## src/rtl/systolic_load_scheduler_if.sv

```systemverilog
// Handshake, memory-read and lane-push signals shared between the load
// scheduler (slave side) and its environment (master side).
interface systolic_load_scheduler_if #(
  parameter int N      = 5,
  parameter int ADDR_W = 8,
  parameter int DATA_W = 32
);
  logic              start;
  logic [ADDR_W-1:0] base_address;
  logic              busy;
  logic              done;
  logic              mem_rd_en;
  logic [ADDR_W-1:0] mem_addr;
  logic [DATA_W-1:0] mem_rdata;
  logic [N-1:0]      fifo_full;
  logic [N-1:0]      lane_push;
  logic [DATA_W-1:0] lane_data;

  modport master (
    output start, base_address, mem_rdata, fifo_full,
    input  busy, done, mem_rd_en, mem_addr, lane_push, lane_data
  );

  modport slave (
    input  start, base_address, mem_rdata, fifo_full,
    output busy, done, mem_rd_en, mem_addr, lane_push, lane_data
  );
endinterface

```

## src/rtl/systolic_load_scheduler.sv

```systemverilog
// Walks an NxN row-major matrix and feeds one row per lane FIFO from a shared memory.
// Define SKEW_EN for diagonal-skewed wavefront order with zero pads; undefined gives plain rows.
//
// state | meaning
// IDLE  | waiting for start, counters cleared
// ISSUE | one (t, i) slot per unstalled cycle
// DRAIN | last issued slot is pushed
// DONE  | one-cycle done pulse
module systolic_load_scheduler #(
  parameter int N      = 5,
  parameter int ADDR_W = 8,
  parameter int DATA_W = 32
) (
  input logic clk,
  input logic rst,
  systolic_load_scheduler_if.slave bus
);

  typedef enum logic [1:0] {S_IDLE, S_ISSUE, S_DRAIN, S_DONE} state_t;

  localparam int CW = $clog2(2 * N);
  localparam int LW = $clog2(N);
`ifdef SKEW_EN
  localparam int T_LAST = 2 * N - 2;
`else
  localparam int T_LAST = N - 1;
`endif

  state_t            state, state_nxt;
  logic [CW-1:0]     t_cnt;
  logic [LW-1:0]     i_cnt;
  logic [ADDR_W-1:0] base_q;
  logic              pipe_vld;
  logic [LW-1:0]     pipe_lane;
  logic              pipe_pad;

  logic              stall;
  logic              slot_real;
  logic              issue;
  logic              last_slot;
  logic [CW-1:0]     col;
  logic [ADDR_W-1:0] slot_addr;

  // Slot decode: column within the row and whether the slot is a pad.
  always_comb begin
    stall = bus.fifo_full[i_cnt];
`ifdef SKEW_EN
    col       = t_cnt - CW'(i_cnt);
    slot_real = (t_cnt >= CW'(i_cnt)) && (col < CW'(N));
`else
    col       = t_cnt;
    slot_real = 1'b1;
`endif
    issue     = (state == S_ISSUE) && !stall && !rst;
    last_slot = (t_cnt == CW'(T_LAST)) && (i_cnt == LW'(N - 1));
    slot_addr = base_q + ADDR_W'(i_cnt) * ADDR_W'(N) + ADDR_W'(col);
  end

  always_ff @(posedge clk) begin
    if (rst) state <= S_IDLE;
    else     state <= state_nxt;
  end

  always_comb begin
    state_nxt = state;
    unique case (state)
      S_IDLE:  if (bus.start) state_nxt = S_ISSUE;
      S_ISSUE: if (issue && last_slot) state_nxt = S_DRAIN;
      S_DRAIN: state_nxt = S_DONE;
      S_DONE:  state_nxt = S_IDLE;
      default: state_nxt = S_IDLE;
    endcase
  end

  // Slot counters (i inner) and the one-deep push pipeline.
  always_ff @(posedge clk) begin
    if (rst) begin
      t_cnt     <= '0;
      i_cnt     <= '0;
      base_q    <= '0;
      pipe_vld  <= 1'b0;
      pipe_lane <= '0;
      pipe_pad  <= 1'b0;
    end else begin
      pipe_vld  <= issue;
      pipe_lane <= i_cnt;
      pipe_pad  <= !slot_real;
      if (state == S_IDLE) begin
        t_cnt <= '0;
        i_cnt <= '0;
        if (bus.start) base_q <= bus.base_address;
      end else if (issue && !last_slot) begin
        if (i_cnt == LW'(N - 1)) begin
          i_cnt <= '0;
          t_cnt <= t_cnt + CW'(1);
        end else begin
          i_cnt <= i_cnt + LW'(1);
        end
      end
    end
  end

  // Outputs are forced low while reset is asserted, so an in-flight read never pushes.
  always_comb begin
    bus.busy      = !rst && (state == S_ISSUE || state == S_DRAIN);
    bus.done      = !rst && (state == S_DONE);
    bus.mem_rd_en = issue && slot_real;
    bus.mem_addr  = bus.mem_rd_en ? slot_addr : '0;
    bus.lane_push = '0;
    bus.lane_data = '0;
    if (pipe_vld && !rst) begin
      bus.lane_push = N'(1) << pipe_lane;
      if (!pipe_pad) bus.lane_data = bus.mem_rdata;
    end
  end

endmodule

```

## src/flat_wrapper.sv

```systemverilog
// flat-port wrapper written by rule: the top's interface ports become plain ports
module systolic_load_scheduler_flat 
#(
  parameter int N      = 5,
  parameter int ADDR_W = 8,
  parameter int DATA_W = 32
)
  (clk, rst, bus_start, bus_base_address, bus_mem_rdata, bus_fifo_full, bus_busy, bus_done, bus_mem_rd_en, bus_mem_addr, bus_lane_push, bus_lane_data);
  systolic_load_scheduler_if #(.N(N), .ADDR_W(ADDR_W), .DATA_W(DATA_W)) bus_i ();
  input logic clk;
  input logic rst;
  input wire logic [$bits(bus_i.start)-1:0] bus_start;
  input wire logic [$bits(bus_i.base_address)-1:0] bus_base_address;
  input wire logic [$bits(bus_i.mem_rdata)-1:0] bus_mem_rdata;
  input wire logic [$bits(bus_i.fifo_full)-1:0] bus_fifo_full;
  output wire logic [$bits(bus_i.busy)-1:0] bus_busy;
  output wire logic [$bits(bus_i.done)-1:0] bus_done;
  output wire logic [$bits(bus_i.mem_rd_en)-1:0] bus_mem_rd_en;
  output wire logic [$bits(bus_i.mem_addr)-1:0] bus_mem_addr;
  output wire logic [$bits(bus_i.lane_push)-1:0] bus_lane_push;
  output wire logic [$bits(bus_i.lane_data)-1:0] bus_lane_data;
  assign bus_i.start = bus_start;
  assign bus_i.base_address = bus_base_address;
  assign bus_i.mem_rdata = bus_mem_rdata;
  assign bus_i.fifo_full = bus_fifo_full;
  assign bus_busy = bus_i.busy;
  assign bus_done = bus_i.done;
  assign bus_mem_rd_en = bus_i.mem_rd_en;
  assign bus_mem_addr = bus_i.mem_addr;
  assign bus_lane_push = bus_i.lane_push;
  assign bus_lane_data = bus_i.lane_data;
  systolic_load_scheduler #(.N(N), .ADDR_W(ADDR_W), .DATA_W(DATA_W)) u_core (.clk(clk), .rst(rst), .bus(bus_i));
endmodule
```

## config.mk

```make
export PLATFORM = sky130hd
export DESIGN_NAME = systolic_load_scheduler_flat
export DESIGN_NICKNAME = d
export VERILOG_FILES = /design/src/rtl/systolic_load_scheduler_if.sv /design/src/rtl/systolic_load_scheduler.sv /design/src/flat_wrapper.sv
export SDC_FILE = /design/constraint.sdc
export NUM_CORES = 1
export LEC_CHECK = 0
export CORE_MARGIN = 5
export CORE_UTILIZATION = 44
export CTS_BUF_LIST = sky130_fd_sc_hd__clkbuf_8
export CTS_CLUSTER_DIAMETER = 60
export DETAILED_ROUTE_END_ITERATION = 8
export PLACE_DENSITY = 0.95
export SLEW_MARGIN = 20
export SYNTH_ARGS = -nofsm -noshare
export SYNTH_HDL_FRONTEND = slang
export SYNTH_SLANG_ARGS = --single-unit
```

## constraint.sdc

```tcl
create_clock -name clk -period 5.6 [get_ports clk]
set_clock_uncertainty 0.1 [all_clocks]
set_input_delay 0.56 -clock clk [delete_from_list [all_inputs] [get_ports clk]]
set_output_delay 0.56 -clock clk [all_outputs]
set_load 0.03 [all_outputs]
```

Word-level counts from Yosys, hierarchy flattened

Cells that the tools add are included.

RAM bits: 0
Bits in latches: 0
Output and inout port bits: 48
Memories: 0
Register bits after elaboration: 21
Memory bits (read-only): 0

Shift-type cells: 1
Add/subtract/negate cells: 4
Reduce and logical (&&, ||, !) cells: 17
Eq/ne operators: 7
Magnitude comparators: 1
Multiplexer cells: 9
Bitwise operators: 0
Divide/modulo/power cells: 0
Multipliers: 1

Operators with widths:

| cell                                                                         | count |
|---|---|
| 32-bit two-way mux                                                           | 1 |
| 8-bit by 4-bit adder with 8-bit output                                       | 1 |
| 8-bit by 6-bit adder with 8-bit output                                       | 1 |
| 1-bit logical AND                                                            | 8 |
| 8-bit two-way mux                                                            | 1 |
| 2-bit case mux with 4 select lines                                           | 1 |
| 3-bit by 3-bit multiplier with 6-bit output, second input constant           | 1 |
| 2-bit AND reduction                                                          | 3 |
| 5-bit two-way mux                                                            | 1 |
| 1-bit by 3-bit << shifter with 5-bit output, first input constant            | 1 |
| 4-bit by 1-bit adder with 4-bit output, second input constant                | 1 |
| 2-bit equality test, second input constant                                   | 2 |
| 4-bit by 3-bit equality test with 1-bit output, second input constant        | 1 |
| 3-bit by 4-bit less-than comparator with 1-bit output, second input constant | 1 |
| 2-bit two-way mux                                                            | 2 |
| 3-bit by 1-bit adder with 3-bit output, second input constant                | 1 |
| 1-bit binary-select mux with 3-bit select                                    | 1 |
| 3-bit equality test, second input constant                                   | 1 |
| 1-bit zero test                                                              | 3 |
| 3-bit two-way mux                                                            | 1 |
| 2-bit by 1-bit equality test with 1-bit output, second input constant        | 1 |
| 2-bit zero test                                                              | 1 |
| 2-bit by 1-bit != test with 1-bit output, second input constant              | 1 |
| 2-bit != test, second input constant                                         | 1 |
| other kinds (3)                                                              | 3 |

Depth between registers and ports, before layout

Gate-level depths: netlist (run 1).

Depth after elaboration: 8
Mapped depth: 11
Depth with buffers taken out: 11

Worst setup path after synthesis (run 1)

No wires, ideal clock.

Path type: register -> output
Start point: reg u_core.i_cnt[0]
End point: out bus_mem_addr[5]
Path buffers: 0
Arrival time: 3.124 ns
Data required time: 4.940 ns
Stages on the path, launching flop included: 10
Slack: 1.816 ns
Path through: dfxtp_1 -> ha_1 -> fa_1 -> inv_1 -> fa_1 -> inv_1 -> ha_1 -> nor2b_1 -> o31a_1 -> a211oi_1

Cells in the longest elaborated chain, start to end: 6
Elaborated cells between the ends (all ways): 9

RTL lines:

| what                                                                           | RTL line                       | text |
|---|---|---|
| from (decl)                                                                    | systolic_load_scheduler.sv:31  | `logic [LW-1:0] i_cnt;` |
| from (signal assigned)                                                         | systolic_load_scheduler.sv:97  | `i_cnt <= i_cnt + LW'(1);` |
| branches (longest 5 deep; another with 8-bit by 6-bit adder with 8-bit output) | n/a                            |  |
| 8-bit two-way mux *                                                            | systolic_load_scheduler.sv:108 | `bus.mem_addr = bus.mem_rd_en ? slot_addr : '0;` |
| to (decl)                                                                      | flat_wrapper.sv:19             | `output wire logic [$bits(bus_i.mem_addr)-1:0] bus_mem_addr;` |

Mark *: on every way between the ends. The select of a mux whose other input is x is not followed.

Final worst setup path (run 1)

Start point: reg u_core.i_cnt[0]
End point: out bus_mem_addr[7]

The elaborated chain is that of the path after synthesis.

==> impl_metrics.env, run 1 <==
export IMPL_grt_busiest_layer="met2"
export IMPL_netlist_instances=226
export IMPL_arrival_ps=3680
export IMPL_place_congestion=0.7905
export IMPL_tightest_slew_ps=748.1
export IMPL_pre_cts_ws_ps=1544
export IMPL_critPathLaunchType="flip-flop"
export IMPL_outcome="finished clean"
export IMPL_met1_usage_pct=22.64
export IMPL_crit_path_end_kind="output port"
export IMPL_die_y_um=73.84
export IMPL_synth_top_area_share_pct=23.45
export IMPL_antenna_cells=0
export IMPL_min_delay_path_class="flip-flop to flip-flop"
export IMPL_row_count=23
export IMPL_fin_area_um2=2833
export IMPL_ys_warn_count=0
export IMPL_cts_clk_slew_worst_paths_ps=70
export IMPL_cts_sinks=21
export IMPL_slew_headroom_pct=49.45
export IMPL_nNetsFinal=394
export IMPL_syn_to_final_growth_pct=57.99
export IMPL_hold_violations=0
export IMPL_grt_max_degree=33
export IMPL_grt_antenna_before_repair=0
export IMPL_dpl_cell_area_um2=2788
export IMPL_powerDensity_nw_per_um2=190.9
export IMPL_fin_ws_ps=1265
export IMPL_layoutNonFillerInstCount=368
export IMPL_dr_first_iter_drc_count=80
export IMPL_fp_dieArea_um2=5452
export IMPL_drc=0
export IMPL_via_per_inst=5.016
export IMPL_maxCapViolations=0
export IMPL_syn_nets=301
export IMPL_cts_made_buffers=3
export IMPL_yosysSeqAreaShare_pct=23.45
export IMPL_reg2reg_slack_ps=3090
export IMPL_synth_edff_count=0
export IMPL_setup_violations=0
export IMPL_clockRootBuffer="clkbuf_8"
export IMPL_grt_pass1_wl_um=8445
export IMPL_synth_ff_type="dfxtp_1"
export IMPL_drt_wl_total_um=5333
export IMPL_syn_area_um2=1793
export IMPL_drive_gt1_share_pct=2.830
export IMPL_grt_use_met3_pct=3.557
export IMPL_dr_pass1_iters=4
export IMPL_peakVddDrop_mv=0.2727
export IMPL_p_leak_nw=1.177
export IMPL_crit_path_max_fanout=8
export IMPL_avgSynthCellArea_um2=7.933
export IMPL_post_drt_wl_per_cell_um=14.49
export IMPL_ant_nets=0
export IMPL_grt_ovfl_total=0
export IMPL_crit_type="flip-flop to output port"
export IMPL_yosys_cell_types_count=41
export IMPL_post_cts_buffers=0
export IMPL_yosysTopAreaCell="dfxtp_1"
export IMPL_htree_levels=1
export IMPL_period_share_pct=77.42
export IMPL_grt_pass1_vias=1779
export IMPL_slew_viol_final=0
export IMPL_fin_setup_tns_ps=0
export IMPL_holdBufCountCts=0
export IMPL_synth_top_cells_by_area="dfxtp_1 (23%), ha_1 (15%), and2_1 (12%), inv_1 (5.7%), fa_1 (5.6%)"
export IMPL_synthArstFlopShare_pct=0
export IMPL_cts_tree="done"
export IMPL_grtUsageTotal_pct=19.73
export IMPL_ys_seq_elements=21
export IMPL_fmax_mhz=230.7
export IMPL_cp_data_required_time_ps=4940
export IMPL_final_min_clock_period_ps=4335
export IMPL_grtUsageMet2_pct=36.42
export IMPL_fp_dieW_um=73.84
export IMPL_dpl_cell_count=364
export IMPL_ios=96
export IMPL_initial_core_util_pct=45.15
export IMPL_cts_resized=0
export IMPL_vias=1846
export IMPL_rsz0062_at_grt="false"
export IMPL_dp_hpwl_um=4458
export IMPL_total_power_mw=0.5408
export IMPL_ctsLongestPathBuffers=2
export IMPL_clk_latency_ps=260
export IMPL_core_um2=3971
export IMPL_portBuffers=95
-- synthesized netlist by cell type (all sizes together), types with 2 or more instances --
master / count
and2: 34
inv: 27
ha: 22
dfxtp: 21
nand2: 16
nor2: 15
a21oi: 11
clkbuf: 9
nor2b: 9
nand3: 8
nor3: 7
fa: 5
o21ai: 5
a211oi: 4
mux2i: 4
or3: 3
a2111oi: 2
nand2b: 2
nor4b: 2
-- cells in the final DEF, fill, tap and decap left out, drive strengths merged, types with 2 or more instances in the layout --
| master | count |
|---|---|
| clkdlybuf4s50 | 95 |
| and2 | 34 |
| inv | 28 |
| ha | 22 |
| dfxtp | 21 |
| nand2 | 16 |
| nor2 | 15 |
| a21oi | 11 |
| nor2b | 9 |
| nand3 | 8 |
| nor3 | 7 |
| o21ai | 5 |
| fa | 5 |
| a211oi | 4 |
| mux2i | 4 |
| or3 | 3 |
| clkbuf | 3 |
| nand2b | 2 |
| buf | 2 |
| nor4b | 2 |
| a2111oi | 2 |
-- where the power goes --
| group | switching (mW) | total (mW) | leakage [nW] | internal, mW |
|---|---|---|---|---|
| Clock | 0.0503 | 0.0992 | 0.0269 | 0.0490 |
| Combinational | 0.144 | 0.258 | 0.980 | 0.114 |
| Sequential | 0.0145 | 0.183 | 0.171 | 0.169 |
| Total | 0.209 | 0.541 | 1.18 | 0.332 |
-- per-layer routing --
metal / vias up / part of all wire (%) / routed length (um)
met2: 55 / 55 / 2918
met1: 844 / 36 / 1925
met5: - / 0 / 0
li1: 938 / - / -
met3: 9 / 7.3 / 387
met4: 0 / 1.9 / 102
-- cells by family (layout without fill, tap and decap cells) --
| group | count (synthesis) | in the layout | share of synthesized area, % |
|---|---|---|---|
| xor+xnor | 1 | 1 | 0.4886 |
| mux | 6 | 6 | 4.117 |
| simple gates | 103 | 103 | 31.68 |
| compound gates | 32 | 32 | 11.79 |
| flops | 21 | 21 | 23.45 |
| buf+inv | 36 | 128 | 7.537 |
| fa+ha+maj | 27 | 27 | 20.94 |
-- critical path, cell delays in order (launching register included) --
cell	delay [ps]
dfxtp_1	390
ha_1	250
fa_1	470
inv_1	50
fa_1	500
inv_1	40
ha_1	330
nor2b_1	170
o31a_1	260
mux2i_1	120
a21oi_1	130
clkdlybuf4s50_1	690
-- final timing paths --
kind,start,to,cells after the start
hold / removal,u_core.base_q[2],u_core.base_q[2],2
setup reg to reg,u_core.i_cnt[0],u_core.i_cnt[0],4
setup / recovery,u_core.i_cnt[0],bus_mem_addr[7],11
hold reg to reg,u_core.base_q[2],u_core.base_q[2],2
-- through the flow --
step,util (%),hold WS (ps)
global placement,70.20,342.9
CTS,71.33,359.6
floorplan,-,336.3
global route,71.33,395.2
detailed placement,70.20,349.1
finish,71.33,361.0
-- sequential cells by signal, summed over array words and instances, names as in the netlist --
name,flops
u_core.pipe_vld,1
u_core.state,2
u_core.pipe_lane,3
u_core.base_q,8
u_core.i_cnt,3
u_core.col,4
-- final cells by class --
| type | count | area (um2) |
|---|---|---|
| Inverter | 27 | 101.3 |
| Clock buffer | 3 | 41.29 |
| Timing Repair Buffer | 97 | 965.9 |
| Tap cell | 50 | 62.56 |
| Fill cell | 293 | 1139 |
| Sequential cell | 21 | 420.4 |
| Clock inverter | 1 | 3.754 |
| Multi-Input combinational cell | 169 | 1237 |
Note: power is estimated with default switching activity, not from simulation.
==> run 2: changes to the inputs <==
--- a/config.mk
+++ b/config.mk
@@ -6,7 +6,7 @@
 export NUM_CORES = 1
 export LEC_CHECK = 0
 export CORE_MARGIN = 5
-export CORE_UTILIZATION = 44
+export CORE_UTILIZATION = 41
 export CTS_BUF_LIST = sky130_fd_sc_hd__clkbuf_8
 export CTS_CLUSTER_DIAMETER = 60
 export DETAILED_ROUTE_END_ITERATION = 8
==> constraint.sdc (replaced) <==
create_clock -name clk -period 4 [get_ports clk]
set_clock_uncertainty 0.1 [all_clocks]
set_input_delay 0.4 -clock clk [delete_from_list [all_inputs] [get_ports clk]]
set_output_delay 0.4 -clock clk [all_outputs]
set_load 0.03 [all_outputs]
==> run 2 against run 1 <==
  * Design area grew 0.31%
  * Sequential power increased by 39%
  * Wire length down 3.7%
  * Largest power group unchanged
==> impl_metrics.env, run 2 (synthesis gave the netlist of run 1 again) <==
export IMPL_maxCapViolations=0
export IMPL_syn_to_final_growth_pct=58.48
export IMPL_layout_common_cells="clkdlybuf4s50_1 (91), and2_1 (34), inv_1 (28)"
export IMPL_r2r_cells=5
export IMPL_peakVddDrop_mv=0.2677
export IMPL_drc=0
export IMPL_row_count=24
export IMPL_clkPwrFrac_pct=17.8
export IMPL_fp_dieArea_um2=5796
export IMPL_clk_latency_ps=250
export IMPL_arrival_ps=3310
export IMPL_ant_nets=0
export IMPL_dr_first_iter_drc_count=75
export IMPL_drt_wl_total_um=5137
export IMPL_core_um2=4294
export IMPL_cts_sinks=21
export IMPL_p_sw_mw=0.2829
export IMPL_nNetsFinal=395
export IMPL_slew_headroom_pct=51.85
export IMPL_htree_levels=1
export IMPL_place_congestion=0.8017
export IMPL_antenna_cells=0
export IMPL_die_y_um=76.13
export IMPL_critPathLaunchType="flip-flop"
export IMPL_cts_tree="done"
export IMPL_vias=1861
export IMPL_period_share_pct=95.18
export IMPL_crit_path_max_fanout=7
export IMPL_fp_dieW_um=76.13
export IMPL_reg2reg_slack_ps=1420
export IMPL_p_comb_share_pct=48.0
export IMPL_outcome="finished clean"
export IMPL_reg2reg_from="u_core.i_cnt[0]"
export IMPL_final_min_clock_period_ps=3807
export IMPL_slew_viol_final=0
export IMPL_holdBufCountCts=0
export IMPL_ios=96
export IMPL_portBuffers=95
export IMPL_worstHoldStart="u_core.base_q[3]"
export IMPL_cts_clk_slew_worst_paths_ps=70
export IMPL_clockRootBuffer="clkbuf_8"
export IMPL_cts_made_buffers=3
export IMPL_crit_type="flip-flop to output port"
export IMPL_initial_core_util_pct=41.75
export IMPL_pre_cts_ws_ps=182.3
export IMPL_grt_pass1_vias=1792
export IMPL_tightest_slew_ps=712.5
export IMPL_top_register="u_core.base_q"
export IMPL_hold_depth=2
export IMPL_grt_ovfl_total=0
export IMPL_crit_chain="ha_1, fa_1, inv_1, fa_1, inv_1, ha_1, nor2b_1, o31a_1, mux2i_1, a21oi_1, dlygate4sd2_1"
export IMPL_cp_slowest_cell="fa_1"
export IMPL_fmax_mhz=262.7
export IMPL_final_common_cell="clkdlybuf4s50_1"
export IMPL_grt_pass1_wl_um=8521
export IMPL_fin_util_pct=66.17
export IMPL_min_delay_path_class="flip-flop to flip-flop"
export IMPL_p_leak_nw=1.216
export IMPL_drive_gt1_share_pct=3.135
export IMPL_grt_antenna_before_repair=0
export IMPL_hold_violations=0
export IMPL_fin_ws_ps=193.0
export IMPL_rr_endpoint="u_core.i_cnt[0]"
export IMPL_fin_hold_ws_ps=371.3
export IMPL_fin_setup_tns_ps=0
export IMPL_whs_endpoint="u_core.base_q[3]"
export IMPL_post_drt_wl_per_cell_um=13.85
export IMPL_sw_frac_of_total_pct=37.91
export IMPL_ctsLongestPathBuffers=2
export IMPL_critPathMaxStageDelay_ps=490
export IMPL_cp_data_required_time_ps=3500
export IMPL_total_power_mw=0.7462
export IMPL_grtUsageTotal_pct=17.46
export IMPL_grt_max_degree=33
export IMPL_crit_path_end_kind="output port"
export IMPL_dp_hpwl_um=4280
export IMPL_pwr_share_seq_pct=34.2
export IMPL_rsz0062_at_grt="false"
export IMPL_largest_reg_flops=8
export IMPL_powerDensity_nw_per_um2=262.6
export IMPL_dr_pass1_iters=4
export IMPL_power_internal_mw=0.4633
export IMPL_post_cts_buffers=0
export IMPL_setup_violations=0
export IMPL_via_per_inst=5.016
## run 2: worst max-delay path: cells and delay by family (launching register included)
kind,cells,cell delay (ps)
AO/OA/AOI/OAI,2,390
buffers and inverters,3,500
flip-flops,1,360
adder cells (fa/ha/maj),4,1500
multiplexers,1,130
AND/OR/NAND/NOR,1,170
## run 2: how the worst max path moves through the flow
stage                         start               to  slack (ps)  cells past startpoint
floorplan           u_core.i_cnt[0]  bus_mem_addr[5]         380                      9
detailed placement  u_core.i_cnt[2]  bus_mem_addr[7]         180                     11
CTS                 u_core.i_cnt[2]  bus_mem_addr[4]          30                     10
global placement    u_core.i_cnt[2]  bus_mem_addr[7]         250                     11
global route        u_core.i_cnt[2]  bus_mem_addr[7]           9                     11
finish              u_core.i_cnt[2]  bus_mem_addr[7]         190                     11
## run 2: final cells by class
| class | count | area, um2 |
|---|---|---|
| inverter | 27 | 101.3 |
| fill | 333 | 1453 |
| timing repair buffer | 98 | 972.2 |
| clock buffer | 3 | 41.29 |
| clock inverter | 1 | 3.754 |
| multi-input combinational | 169 | 1237 |
| tap | 52 | 65.06 |
| sequential | 21 | 420.4 |
## run 2: timing repair
item	CTS	global route
resized for setup	3	1
gates cloned	0	0
setup endpoints to repair	3	1
## run 2: per-stage QoR
stage                     instance area (um2)  instances
after floorplan                          1793        226
after global placement                   2798        367
after detailed placement                 2798        367
after CTS                                2839        371
after global routing                     2841        371
final                                    2841        371
## run 2: power groups by stage
stage,logic (mW),registers [mW],clock network [mW]
4_1_cts,0.362,0.255,0.135
6_report,0.358,0.255,0.133
3_5_place_dp,0.358,0.260,0
3_3_place_gp,0.349,0.258,0
5_1_grt,0.404,0.259,0.145
2_1_floorplan,0.232,0.255,0
## run 2: routing by layer
metal,vias to the layer above,track usage (%),share of wire [%]
met3,8,3.428,5.7
met1,850,19.52,41
li1,945,-,-
met2,58,33.22,52
met5,-,0,0
met4,0,4.371,1.5
==> edit 1: new RTL, settings of run 2 <==
The option `SKEW_EN` is turned on by a define.
--- a/src/rtl/systolic_load_scheduler.sv
+++ b/src/rtl/systolic_load_scheduler.sv
@@ -8,2 +8,4 @@
 // DONE  | one-cycle done pulse
+`define SKEW_EN
+
 module systolic_load_scheduler #(
Check against the original RTL: not equivalent (a bounded check fails within 4 cycles, from zero or initial values and one cycle with rst high).
==> edit 1 against run 2 <==
  * The flow now finishes with violations (setup timing)
  * Sequential cell count is 1 higher
  * Final area is 25% higher
  * Wire length is 44% higher
  * Global-route usage is 4.8 points higher
  * Power is 23% higher
  * Worst setup slack worse by 0.44 ns
  * Sequential share of layout area is 2.2 points lower
  * Synthesized area is 15% higher
==> edit 1: results (changes against run 2) <==
outcome finished, violations left (was completed); Place WS -0.4680 ns (was 0.1823 ns); Yosys top cell area share 0.2136 (was 0.2345); 1st-iter DRT viols 122 (was 75); setup violators final 5 (was 0); wire per inst 17.11 µm (was 13.85 µm); Unique masters post-synth 51 (was 41); setup TNS -0.8032 ns (was 0 ns); Peak VDD IR 0.2926 mV (was 0.2677 mV); top post-synthesis cells by area dfxtp_1 (21%), ha_1 (16%), and2_1 (10%) (was dfxtp_1 (23%), ha_1 (15%), and2_1 (12%)); vias in the first global route 2174 (was 1792); Worst EP arrival 3.74 ns (was 3.31 ns); minimum hold slack 0.3708 ns (was 0.3713 ns); Clk pin slew, worst setup/hold paths 0.09 ns (was 0.07 ns); Reg2Reg Depth 8 (was 5); Slew @ Worst Pin 1.036 ns (was 0.7125 ns); Post-Place Cells 421 (was 367); CP max FO 2 (was 7); reg2reg start u_core.t_cnt[0] (was u_core.i_cnt[0]); top post-synthesis cells by count and2_1 (33), ha_1 (26), inv_1 (25) (was and2_1 (34), inv_1 (27), ha_1 (22)); Placer Congestion 0.8146 (was 0.8017); Finished Layout Cells 433 (was 371); Post-Syn Nets 326 (was 301); CP peak stage delay 0.50 ns; Worst-Skew Late Latency 0.27 ns (was 0.25 ns); GRT Total Usage 0.2222 (was 0.1746); DP Wirelength 5654 µm (was 4280 µm); failing checks setup timing; sequential area share after synthesis 0.2136 (was 0.2345); setup ws final -0.2439 ns (was 0.1930 ns); fin nets 446 (was 395); post-DR vias/cell 5.118 (was 5.016); H-tree Lvls 1 (unchanged); first-pass GRT wire length 11310 µm (was 8521 µm); share of cells above drive strength 1 0.2432 (was 0.03135); r2r setup slk 1.68 ns (was 1.42 ns)
-- edit 1: cell count changes after synthesis, moves of 4 or more --
cell,delta
nor2_1,-4
a21oi_1,+4
nor2b_1,-6
ha_1,+4
nor4_1,+8
-- edit 1: worst max path at each step --
stage / from / endpoint / slack, ns / cells past startpoint
2_1_floorplan: u_core.i_cnt[1] / bus_mem_addr[7] / -0.12 / 15
3_3_place_gp: u_core.t_cnt[0] / bus_mem_addr[6] / -0.31 / 16
3_5_place_dp: u_core.t_cnt[0] / bus_mem_addr[6] / -0.47 / 16
4_1_cts: u_core.t_cnt[0] / bus_mem_addr[6] / -0.25 / 16
5_1_grt: u_core.i_cnt[1] / bus_mem_addr[7] / -0.38 / 16
6_report: u_core.i_cnt[1] / bus_mem_addr[7] / -0.24 / 16
-- edit 1: final cells by class --
class | count | area, µm²
well taps | 67 | 83.83
repair buffers | 125 | 1189
clock buffers | 4 | 55.05
multi-input cells | 188 | 1672
flip-flops and latches | 22 | 447.9
inverters | 27 | 103.9
fillers | 341 | 1266
-- edit 1: logic make-up (layout without fill, tap and decap cells) --
family / Yosys count / in the layout / share of synthesized area
xor gates and xnor gates: 7 / 7 / 0.02973
buffers and inverters: 37 / 156 / 0.06736
adders and majority gates: 31 / 31 / 0.2063
muxes: 5 / 5 / 0.03155
and+or+nand+nor: 106 / 106 / 0.3137
AOI/OAI and AO/OA: 39 / 39 / 0.1377
DFF: 22 / 22 / 0.2136
-- edit 1: layer usage --
metal,GRT usage,vias up,wire length [µm]
li1,-,1085,-
met1,0.2823,1043,2920
met2,0.3924,71,3997
met3,0.01330,17,313
met4,0.08446,0,178
met5,0,-,0
-- edit 1: where the power goes --
group	switching [mW]	internal [mW]
Sequential	0.0219	0.246
Combinational	0.262	0.220
Clock	0.0785	0.0881
==> edit 2: new RTL, flow settings as in run 2 <==
Made on the original files. Encoding of `state_t`: now one-hot (4 bits for 4 states).
--- a/src/rtl/systolic_load_scheduler.sv
+++ b/src/rtl/systolic_load_scheduler.sv
@@ -18,3 +18,3 @@
 
-  typedef enum logic [1:0] {S_IDLE, S_ISSUE, S_DRAIN, S_DONE} state_t;
+  typedef enum logic [3:0] {S_IDLE = 4'b0001, S_ISSUE = 4'b0010, S_DRAIN = 4'b0100, S_DONE = 4'b1000} state_t;
 
Function: same outputs for any inputs over 10 cycles, from zero or initial values and one cycle with rst high; not proved beyond that.
==> edit 2 against run 2 <==
  * Synthesized area down 2.3%
  * Wire length up 3.4%
  * Sequential cell count up 2
  * Final area down 1.1%
  * Global-route usage up 1.4 points
  * Via count down 2.7%
  * Register-to-register slack better by 0.56 ns
  * Critical path depth up 1
  * Worst setup slack better by 0.036 ns
  * Non-clock buffer count unchanged
  * Die area down 2.0%
  * Critical path type unchanged
Power is not compared: it rests on default switching activity, and its combinational part moved more than twofold at a synthesized area within 25%.
==> edit 2: results (changes against run 2) <==
fin nets 385 (was 395); Slew HR 0.3963 (was 0.5185); reg2reg start u_core.state[1] (was u_core.i_cnt[0]); CP max FO 4 (was 7); post-synthesis mux area share 0.01286 (was 0.04117); top post-synthesis cells by area dfxtp_1 (26%), ha_1 (13%), and2_1 (12%) (was dfxtp_1 (23%), ha_1 (15%), and2_1 (12%)); first-pass GRT wire length 8162 µm (was 8521 µm); Tmin final 3.771 ns (was 3.807 ns); Post-Syn Nets 289 (was 301); DP Wirelength 4488 µm (was 4280 µm); post-DR vias/cell 4.986 (was 5.016); Placer Congestion 0.7795 (was 0.8017); r2r setup slk 1.98 ns (was 1.42 ns); outcome completed (unchanged); Worst-Skew Late Latency 0.27 ns (was 0.25 ns); Reg2Reg Depth 4 (was 5); share of cells above drive strength 1 0.06390 (was 0.03135); GRT Total Usage 0.1883 (was 0.1746); adder-cell share of the synthesized area 0.1857 (was 0.2094); Synth Area in XOR/XNOR 0.02500 (was 0.004885); Place WS 0.1636 ns (was 0.1823 ns); sequential area share after synthesis 0.2629 (was 0.2345); Clk pin slew, worst setup/hold paths 0.09 ns (was 0.07 ns); top post-synthesis cells by count and2_1 (34), dfxtp_1 (23), inv_1 (22) (was and2_1 (34), inv_1 (27), ha_1 (22)); post-synthesis compound-gate area fraction 0.09500 (was 0.1179); CP Launch Point u_core.i_cnt[0] (was u_core.i_cnt[2]); routed wire length 5313 µm (was 5137 µm); 1st-iter DRT viols 44 (was 75); Unique masters post-synth 40 (was 41); min-delay src u_core.base_q[2] (was u_core.base_q[3])
-- edit 2: cell count changes in the layout (fill, tap and decap cells not counted), moves of 3 or more --
cell     delta
mux2i_1     -4
nor2_1      +6
or3_1       -3
ha_1        -5
nand3_1     +4
xor2_1      +3
nor2b_1     -7
inv_1       -6
-- edit 2: stage by stage --
stage,util,area (µm²),std cells
after detailed placement,0.6781,2751,359
after global placement,0.6781,2751,359
after CTS,0.6895,2798,363
final,0.6923,2809,363
after floorplan,-,1752,218
after global routing,0.6923,2809,363
-- edit 2: per-layer routing --
metal,wire length [µm],up-vias,global-route usage
li1,-,902,-
met1,1994,810,0.2041
met2,2671,90,0.3605
met3,581,8,0.04090
met4,66,0,0.05825
met5,0,-,0
-- edit 2: worst min path at each step --
stage          cells after the start                to  slack [ns]
2_1_floorplan                      2  u_core.base_q[1]        0.34
3_3_place_gp                       2  u_core.base_q[2]        0.34
3_5_place_dp                       2  u_core.base_q[2]        0.35
4_1_cts                            2  u_core.base_q[2]        0.36
5_1_grt                            2  u_core.base_q[2]        0.38
6_report                           2  u_core.base_q[2]        0.36
-- edit 2: cell type report --
type | count | area [µm²] | area share
Clock buffer | 3 | 41.29 | 0.01470
Sequential cell | 23 | 460.4 | 0.1639
Tap cell | 50 | 62.56 | 0.02227
Multi-Input combinational cell | 165 | 1181 | 0.4205
Timing Repair Buffer | 98 | 967.2 | 0.3443
Clock inverter | 1 | 7.507 | 0.002673
Inverter | 23 | 88.84 | 0.03163
-- edit 2: power breakdown --
group | internal [mW] | switching, mW | leakage (nW)
sequential | 0.236 | 0.00487 | 0.187
combinational | 0.0594 | 0.0371 | 0.978
clock | 0.0706 | 0.0798 | 0.0217
